<file path="config.mk">
export PLATFORM = sky130hd
export DESIGN_NAME = ps2_mouse_tracker_flat
export DESIGN_NICKNAME = d
export VERILOG_FILES = /design/src/rtl/ps2_mouse_pkg.sv /design/src/rtl/ps2_mouse_tracker_if.sv /design/src/rtl/ps2_axis_accum.sv /design/src/rtl/ps2_mouse_tracker.sv /design/src/flat_wrapper.sv
export SDC_FILE = /design/constraint.sdc
export NUM_CORES = 1
export LEC_CHECK = 0
export CAP_MARGIN = 30
export CORE_MARGIN = 10
export CORE_UTILIZATION = 50
export CTS_CLUSTER_DIAMETER = 100
export DETAILED_ROUTE_END_ITERATION = 8
export GPL_TIMING_DRIVEN = 0
export PLACE_DENSITY_LB_ADDON = 0.2
export SYNTH_ARGS = -nofsm -noshare
export SYNTH_HDL_FRONTEND = slang
export SYNTH_SLANG_ARGS = --single-unit
</file>
<file path="constraint.sdc">
create_clock -name clk -period 2.9 [get_ports clk]
set_input_delay 0.58 -clock clk [delete_from_list [all_inputs] [get_ports clk]]
set_output_delay 0.58 -clock clk [all_outputs]
set_load 0.02 [all_outputs]
</file>
<file path="src/rtl/ps2_mouse_pkg.sv">
// Shared definitions for the PS/2 mouse tracker: packet framing states and
// the bit positions of the status byte (byte0) of a standard 3-byte packet.
package ps2_mouse_pkg;

  typedef enum logic [1:0] {
    IDLE  = 2'd0,
    GOT0  = 2'd1,
    GOT1  = 2'd2,
    APPLY = 2'd3
  } state_t;

  localparam int BTN_L = 0;
  localparam int BTN_R = 1;
  localparam int BTN_M = 2;
  localparam int SYNC  = 3;
  localparam int XSIGN = 4;
  localparam int YSIGN = 5;
  localparam int XOVF  = 6;
  localparam int YOVF  = 7;

endpackage

</file>
<file path="src/rtl/ps2_mouse_tracker_if.sv">
// Byte stream in from the PS/2 receiver and cursor/button state out to the
// consumer. The tracker takes the slave side.
interface ps2_mouse_tracker_if #(
  parameter int XW = 10,
  parameter int YW = 10
);
  logic          byte_valid;
  logic [7:0]    byte_data;
  logic [XW-1:0] x_pos;
  logic [YW-1:0] y_pos;
  logic          left_btn;
  logic          right_btn;
  logic          middle_btn;
  logic          left_click;
  logic          right_click;
  logic          move_valid;
  logic          sync_err;

  modport master (
    output byte_valid, byte_data,
    input  x_pos, y_pos, left_btn, right_btn, middle_btn,
    input  left_click, right_click, move_valid, sync_err
  );

  modport slave (
    input  byte_valid, byte_data,
    output x_pos, y_pos, left_btn, right_btn, middle_btn,
    output left_click, right_click, move_valid, sync_err
  );
endinterface

</file>
<file path="src/rtl/ps2_axis_accum.sv">
// One cursor axis: masks and scales a 9-bit packet delta, adds it to the
// position in a widened signed sum and clamps to 0..MAX (never wraps).
module ps2_axis_accum #(
  parameter int W         = 10,
  parameter int MAX       = 639,
  parameter int INIT      = 320,
  parameter int DIV_SHIFT = 0,
  parameter bit NEG       = 1'b0
) (
  input  logic         clk,
  input  logic         reset_n,
  input  logic         apply,
  input  logic         sign,
  input  logic         ovf,
  input  logic [7:0]   mag,
  output logic [W-1:0] pos
);
  localparam int SW = ((W > 9) ? W : 9) + 2;
  localparam logic signed [SW-1:0] MAX_S = SW'(MAX);
  localparam logic [W-1:0] MAX_V  = W'(MAX);
  localparam logic [W-1:0] INIT_V = W'(INIT);

  logic signed [8:0]    delta;
  logic signed [8:0]    scaled;
  logic signed [SW-1:0] step;
  logic signed [SW-1:0] base;
  logic signed [SW-1:0] sum;
  logic [W-1:0]         pos_reg;
  logic [W-1:0]         pos_next;

  always_comb begin
    delta  = ovf ? 9'sd0 : $signed({sign, mag});
    // Arithmetic shift rounds toward -inf, so a -1 step survives any shift.
    scaled = delta >>> DIV_SHIFT;
    step   = {{(SW-9){scaled[8]}}, scaled};
    base   = $signed({{(SW-W){1'b0}}, pos_reg});
    sum    = NEG ? (base - step) : (base + step);
    if (sum[SW-1])
      pos_next = '0;
    else if (sum > MAX_S)
      pos_next = MAX_V;
    else
      pos_next = sum[W-1:0];
  end

  always_ff @(posedge clk or negedge reset_n) begin
    if (!reset_n)
      pos_reg <= INIT_V;
    else if (apply)
      pos_reg <= pos_next;
  end

  assign pos = pos_reg;
endmodule

</file>
<file path="src/rtl/ps2_mouse_tracker.sv">
// Frames PS/2 bytes into 3-byte mouse packets (sync check, inter-byte timeout)
// and drives a clamped cursor position, button levels and click pulses.
module ps2_mouse_tracker
  import ps2_mouse_pkg::*;
#(
  parameter int XW          = 10,
  parameter int YW          = 10,
  parameter int MAX_X       = 639,
  parameter int MAX_Y       = 479,
  parameter int INIT_X      = 320,
  parameter int INIT_Y      = 240,
  parameter int DIV_SHIFT   = 0,
  parameter int Y_INVERT    = 1,
  parameter int TIMEOUT_CYC = 2_000_000
) (
  input  logic                  clk,
  input  logic                  reset_n,
  ps2_mouse_tracker_if.slave    bus
);
  localparam int TW = (TIMEOUT_CYC > 1) ? $clog2(TIMEOUT_CYC) : 1;
  localparam logic [TW-1:0] TIMER_LAST = TW'(TIMEOUT_CYC - 1);

  state_t        state_reg, state_next;
  logic [7:0]    b0_reg, b0_next;
  logic [7:0]    b1_reg, b1_next;
  logic [7:0]    b2_reg, b2_next;
  logic [TW-1:0] timer_reg, timer_next;
  logic          sync_err_reg, sync_err_next;
  logic          move_valid_reg;
  logic [2:0]    btn_reg;
  logic [1:0]    click_reg;
  logic          apply;
  logic [XW-1:0] x_pos_w;
  logic [YW-1:0] y_pos_w;

  always_comb begin
    state_next    = state_reg;
    b0_next       = b0_reg;
    b1_next       = b1_reg;
    b2_next       = b2_reg;
    timer_next    = timer_reg;
    sync_err_next = 1'b0;
    apply         = 1'b0;
    case (state_reg)
      // APPLY also listens for byte0 so back-to-back packets are never lost.
      IDLE, APPLY: begin
        apply      = (state_reg == APPLY) && b0_reg[SYNC];
        timer_next = '0;
        state_next = IDLE;
        if (bus.byte_valid) begin
          if (bus.byte_data[SYNC]) begin
            b0_next    = bus.byte_data;
            state_next = GOT0;
          end else begin
            sync_err_next = 1'b1;
          end
        end
      end
      GOT0, GOT1: begin
        if (bus.byte_valid) begin
          timer_next = '0;
          if (state_reg == GOT0) begin
            b1_next    = bus.byte_data;
            state_next = GOT1;
          end else begin
            b2_next    = bus.byte_data;
            state_next = APPLY;
          end
        end else if (timer_reg == TIMER_LAST) begin
          timer_next    = '0;
          state_next    = IDLE;
          sync_err_next = 1'b1;
        end else begin
          timer_next = timer_reg + 1'b1;
        end
      end
      default: state_next = IDLE;
    endcase
  end

  always_ff @(posedge clk or negedge reset_n) begin
    if (!reset_n) begin
      state_reg      <= IDLE;
      b0_reg         <= '0;
      b1_reg         <= '0;
      b2_reg         <= '0;
      timer_reg      <= '0;
      sync_err_reg   <= 1'b0;
      move_valid_reg <= 1'b0;
      btn_reg        <= '0;
      click_reg      <= '0;
    end else begin
      state_reg      <= state_next;
      b0_reg         <= b0_next;
      b1_reg         <= b1_next;
      b2_reg         <= b2_next;
      timer_reg      <= timer_next;
      sync_err_reg   <= sync_err_next;
      move_valid_reg <= apply;
      if (apply) begin
        btn_reg   <= {b0_reg[BTN_M], b0_reg[BTN_R], b0_reg[BTN_L]};
        click_reg <= {b0_reg[BTN_R], b0_reg[BTN_L]} & ~btn_reg[1:0];
      end else begin
        click_reg <= '0;
      end
    end
  end

  ps2_axis_accum #(
    .W(XW), .MAX(MAX_X), .INIT(INIT_X), .DIV_SHIFT(DIV_SHIFT), .NEG(1'b0)
  ) u_x_axis (
    .clk(clk), .reset_n(reset_n), .apply(apply),
    .sign(b0_reg[XSIGN]), .ovf(b0_reg[XOVF]), .mag(b1_reg), .pos(x_pos_w)
  );

  ps2_axis_accum #(
    .W(YW), .MAX(MAX_Y), .INIT(INIT_Y), .DIV_SHIFT(DIV_SHIFT), .NEG(Y_INVERT != 0)
  ) u_y_axis (
    .clk(clk), .reset_n(reset_n), .apply(apply),
    .sign(b0_reg[YSIGN]), .ovf(b0_reg[YOVF]), .mag(b2_reg), .pos(y_pos_w)
  );

  assign bus.x_pos       = x_pos_w;
  assign bus.y_pos       = y_pos_w;
  assign bus.left_btn    = btn_reg[0];
  assign bus.right_btn   = btn_reg[1];
  assign bus.middle_btn  = btn_reg[2];
  assign bus.left_click  = click_reg[0];
  assign bus.right_click = click_reg[1];
  assign bus.move_valid  = move_valid_reg;
  assign bus.sync_err    = sync_err_reg;
endmodule

</file>
<file path="src/flat_wrapper.sv">
// flat-port wrapper written by rule: the top's interface ports become plain ports
module ps2_mouse_tracker_flat import ps2_mouse_pkg::*;
#(
  parameter int XW          = 10,
  parameter int YW          = 10,
  parameter int MAX_X       = 639,
  parameter int MAX_Y       = 479,
  parameter int INIT_X      = 320,
  parameter int INIT_Y      = 240,
  parameter int DIV_SHIFT   = 0,
  parameter int Y_INVERT    = 1,
  parameter int TIMEOUT_CYC = 2_000_000
)
  (clk, reset_n, bus_byte_valid, bus_byte_data, bus_x_pos, bus_y_pos, bus_left_btn, bus_right_btn, bus_middle_btn, bus_left_click, bus_right_click, bus_move_valid, bus_sync_err);
  ps2_mouse_tracker_if #(.XW(XW), .YW(YW)) bus_i ();
  input  logic clk;
  input  logic reset_n;
  input wire logic [$bits(bus_i.byte_valid)-1:0] bus_byte_valid;
  input wire logic [$bits(bus_i.byte_data)-1:0] bus_byte_data;
  output wire logic [$bits(bus_i.x_pos)-1:0] bus_x_pos;
  output wire logic [$bits(bus_i.y_pos)-1:0] bus_y_pos;
  output wire logic [$bits(bus_i.left_btn)-1:0] bus_left_btn;
  output wire logic [$bits(bus_i.right_btn)-1:0] bus_right_btn;
  output wire logic [$bits(bus_i.middle_btn)-1:0] bus_middle_btn;
  output wire logic [$bits(bus_i.left_click)-1:0] bus_left_click;
  output wire logic [$bits(bus_i.right_click)-1:0] bus_right_click;
  output wire logic [$bits(bus_i.move_valid)-1:0] bus_move_valid;
  output wire logic [$bits(bus_i.sync_err)-1:0] bus_sync_err;
  assign bus_i.byte_valid = bus_byte_valid;
  assign bus_i.byte_data = bus_byte_data;
  assign bus_x_pos = bus_i.x_pos;
  assign bus_y_pos = bus_i.y_pos;
  assign bus_left_btn = bus_i.left_btn;
  assign bus_right_btn = bus_i.right_btn;
  assign bus_middle_btn = bus_i.middle_btn;
  assign bus_left_click = bus_i.left_click;
  assign bus_right_click = bus_i.right_click;
  assign bus_move_valid = bus_i.move_valid;
  assign bus_sync_err = bus_i.sync_err;
  ps2_mouse_tracker #(.XW(XW), .YW(YW), .MAX_X(MAX_X), .MAX_Y(MAX_Y), .INIT_X(INIT_X), .INIT_Y(INIT_Y), .DIV_SHIFT(DIV_SHIFT), .Y_INVERT(Y_INVERT), .TIMEOUT_CYC(TIMEOUT_CYC)) u_core (.clk(clk), .reset_n(reset_n), .bus(bus_i));
endmodule
</file>
==> results.cfg <==
[sta]
fin_skew_ns = 0.01168
max_freq_mhz = 355.0
hold_viol_final = 0
rsz0062_at_grt = yes
period_share_pct = 97.13
drv_slew = 0
fin_crit_ns = 2.817
fin_tns_setup_ns = 0
relSlewSlack_pct = 54.47
tightestPinTransition_ns = 0.6800
final-setup-viol-count = 0
fin_hold_ws_ns = 0.1552

[synth]
yosys_most_used_dff = dfrtp_1
synth_area_mm2 = 0.004239
synthCells = 418
synth_fp_nets = 457
avgSynthCellArea_um2 = 10.14
ys_types = 60
ys_ff_latch = 74
yosys_warnings = 0
synth-async-reset-ratio_pct = 100.0
ys_seq_area_share_pct = 43.86
synth-edff-count = 0

[floorplanning]
start_util_pct = 51.59
rows = 33
ios = 38
die_x_um = 112.1
die_area_mm2 = 0.01256
core_mm2 = 0.008217
fp.dieH_um = 112.1

[final_layout]
syn2layout_area_growth_pct = 20.10
fin_nets = 507
fill_cells = 678
drive_gt1_share_pct = 17.76
diodes = 0
largest_reg_flops = 21

[critical_path]
reg2reg_slack_ns = 0.08
worstSetupPathType = register to register
crit_path_max_fanout = 6
crit_arrival_ns = 3.10
end_kind = register
worstPathCellList = buf_4, nand2b_1, ha_1, nor2_1, o31a_1, a41oi_2, a31oi_2, and3_4, o21ai_2, nand2b_1, a2bb2oi_1
worstPathBufferInverterCount = 1
worst_path_max_delay_cell = dfrtp_2
cp.required_ns = 3.18
crit_path_frequent_cell = nand2b_1
reg2reg_to = u_core.u_y_axis.pos[4]
critical-path-max-stage-delay_ns = 0.44
cp_top_family = compound AO/OA/AOI/OAI gates
r2r_cells = 11
worst_setup_path_start_kind = register
r2r_start = u_core.b0_reg[7]

[placed_design]
gp_congestion = 0.8591
port_buffers = 36
dpl.hpwl_um = 6791

[clock_tree]
numCtsBuffers = 9
cts_hold_buf = 0
root_buffer = clkbuf_8
cts_tree = done
clkTransAtPathRegs_ns = 0.09
clkSinkCount = 74
cts_htree_levels = 3
clkLatencyLatePin_ns = 0.35
clock_tree.buffer_depth = 2

[run_status]
status = complete, no violations

[global_routing]
grt_pass1_vias = 3207
grt_use_total_pct = 14.69
overflow = 0
grt_first_pass_wirelength_um = 15480
grt_max_degree = 45
antenna_found_initial = 0

[hold_path]
hold_path_class = input port to asynchronous set/reset pin

[power]
p_total_w = 0.006502
seq_power_share_pct = 25.3
power_density_mw_per_mm2 = 1277
intPower_w = 0.003724
comb_power_share_pct = 59.6
p_sw_w = 0.002778
switching_share_pct = 42.73
leakage_nw = 2.226
max-vdd-ir-drop_mv = 0.4938
power_frac_clock_pct = 15.1

[routing]
wl_um = 9367
drt_iter0_drc = 132
drtAntennaViolNets = 0
drt_first_pass_iters = 4
vias_per_cell = 5.569
vias = 3219
wl_per_cell_um = 16.21
drcViolationCount = 0

[job]
cap_violations = 0
-- worst max path at each step --
stage	start	end	slack, ns	cells past startpoint
2_1_floorplan	u_core.b0_reg[7]	u_core.u_y_axis.pos[0]	0.38	12
3_3_place_gp	reset_n	u_core.timer_reg[16]	-1.35	1
3_5_place_dp	u_core.b0_reg[7]	u_core.u_y_axis.pos[0]	-0.05	12
4_1_cts	u_core.b0_reg[7]	u_core.u_y_axis.pos[3]	0.006	12
5_1_grt	u_core.b0_reg[7]	u_core.u_y_axis.pos[4]	-0.06	11
6_report	u_core.b0_reg[7]	u_core.u_y_axis.pos[4]	0.08	11
-- metrics by stage --
stage          std cells  utilization, %  setup WS (ns)  cell area, µm²
2_1_floorplan        418               -         0.3804            4239
4_1_cts              576           61.12       0.005618            5022
3_3_place_gp         559           57.58         -1.346            4731
3_5_place_dp         560           57.88       -0.04669            4756
5_1_grt              578           61.96       -0.05579            5091
6_report             578           61.96        0.08319            5091
-- timing repair --
action	CTS	global route
cloned	0	0
pin swaps	2	3
buffers inserted	0	2
setup endpoints to repair	8	18
resized for setup	6	11
-- power by group through the flow --
| stage | clock network [W] | registers [W] | logic, W |
|---|---|---|---|
| floorplan | 0 | 0.00178 | 0.00253 |
| global placement | 0 | 0.00165 | 0.00346 |
| detailed placement | 0 | 0.00167 | 0.00355 |
| CTS | 0.000998 | 0.00165 | 0.00366 |
| global route | 0.00104 | 0.00169 | 0.00425 |
| finish | 0.000979 | 0.00165 | 0.00388 |
-- cells in the mapped netlist (all sizes together), types with 3 or more instances --
master,number,area (µm²)
nand4,5,31.28
a211oi,5,42.54
dfstp,6,157.7
nor2,45,168.9
a21oi,21,112.6
nor2b,12,75.07
and3,12,81.33
nor3,8,45.04
xnor2,15,131.4
a311oi,6,52.55
inv,18,67.56
buf,3,20.01
mux2,24,270.3
clkbuf,6,22.52
nand2b,14,87.58
xor2,23,201.4
nand2,31,116.4
nor3b,3,27.52
a31oi,3,40.04
a21o,7,55.06
a22oi,4,30.03
dfrtp,68,1702
ha,26,325.3
nand3,13,65.06
o21ai,14,77.58
-- cell families (layout without fill, tap and decap cells) --
group	Yosys count	after routing	synth area share (%)
simple gates	155	155	18.60
flops	74	74	43.86
compound gates	72	72	12.10
xor+xnor	38	38	7.851
fa+ha+maj	28	28	8.619
buf+inv	27	82	2.597
mux	24	24	6.375
-- cells in the final DEF (no fill, tap or decap), types with 2 or more instances in the layout --
cell type	Yosys	routed
dfrtp_1	68	66
nor2_1	45	44
clkdlybuf4s50_1	0	35
nand2_1	31	31
ha_1	26	26
mux2_2	24	24
xor2_1	23	21
inv_1	17	17
a21oi_1	19	17
xnor2_1	15	15
nand2b_1	14	14
nand3_1	13	13
nor2b_1	12	12
o21ai_0	12	11
and3_1	10	10
clkbuf_8	0	9
clkbuf_1	6	6
nor3_1	7	6
a311oi_1	6	6
dfstp_2	6	6
nand4_1	5	5
a21o_1	5	5
a22oi_1	4	4
a21oi_2	2	3
a211oi_1	4	3
bufinv_16	0	3
buf_4	0	3
nor3b_1	2	2
xor2_2	0	2
a21o_2	2	2
nor3_2	1	2
o21ai_2	2	2
a2bb2oi_1	2	2
clkinv_2	0	2
clkinv_4	0	2
dfrtp_2	0	2
-- cell type report --
class | instances | area [µm²] | share of cell area (%)
multi-input cells | 317 | 2346 | 46.08
flip-flops and latches | 74 | 1862 | 36.57
clock inverters | 7 | 117.6 | 2.310
inverters | 18 | 67.56 | 1.327
well taps | 105 | 131.4 | 2.580
clock buffers | 9 | 123.9 | 2.433
plain buffers | 9 | 42.54 | 0.8356
repair buffers | 39 | 400.4 | 7.864
-- layer usage --
layer	wire (µm)	GRT usage [%]	vias up
met5	0	0	-
met1	4286	18.61	1600
met3	327	3.088	10
met4	106	4.992	0
li1	-	-	1561
met2	4646	24.36	48
No activity file was read; power rests on OpenSTA's default activity.
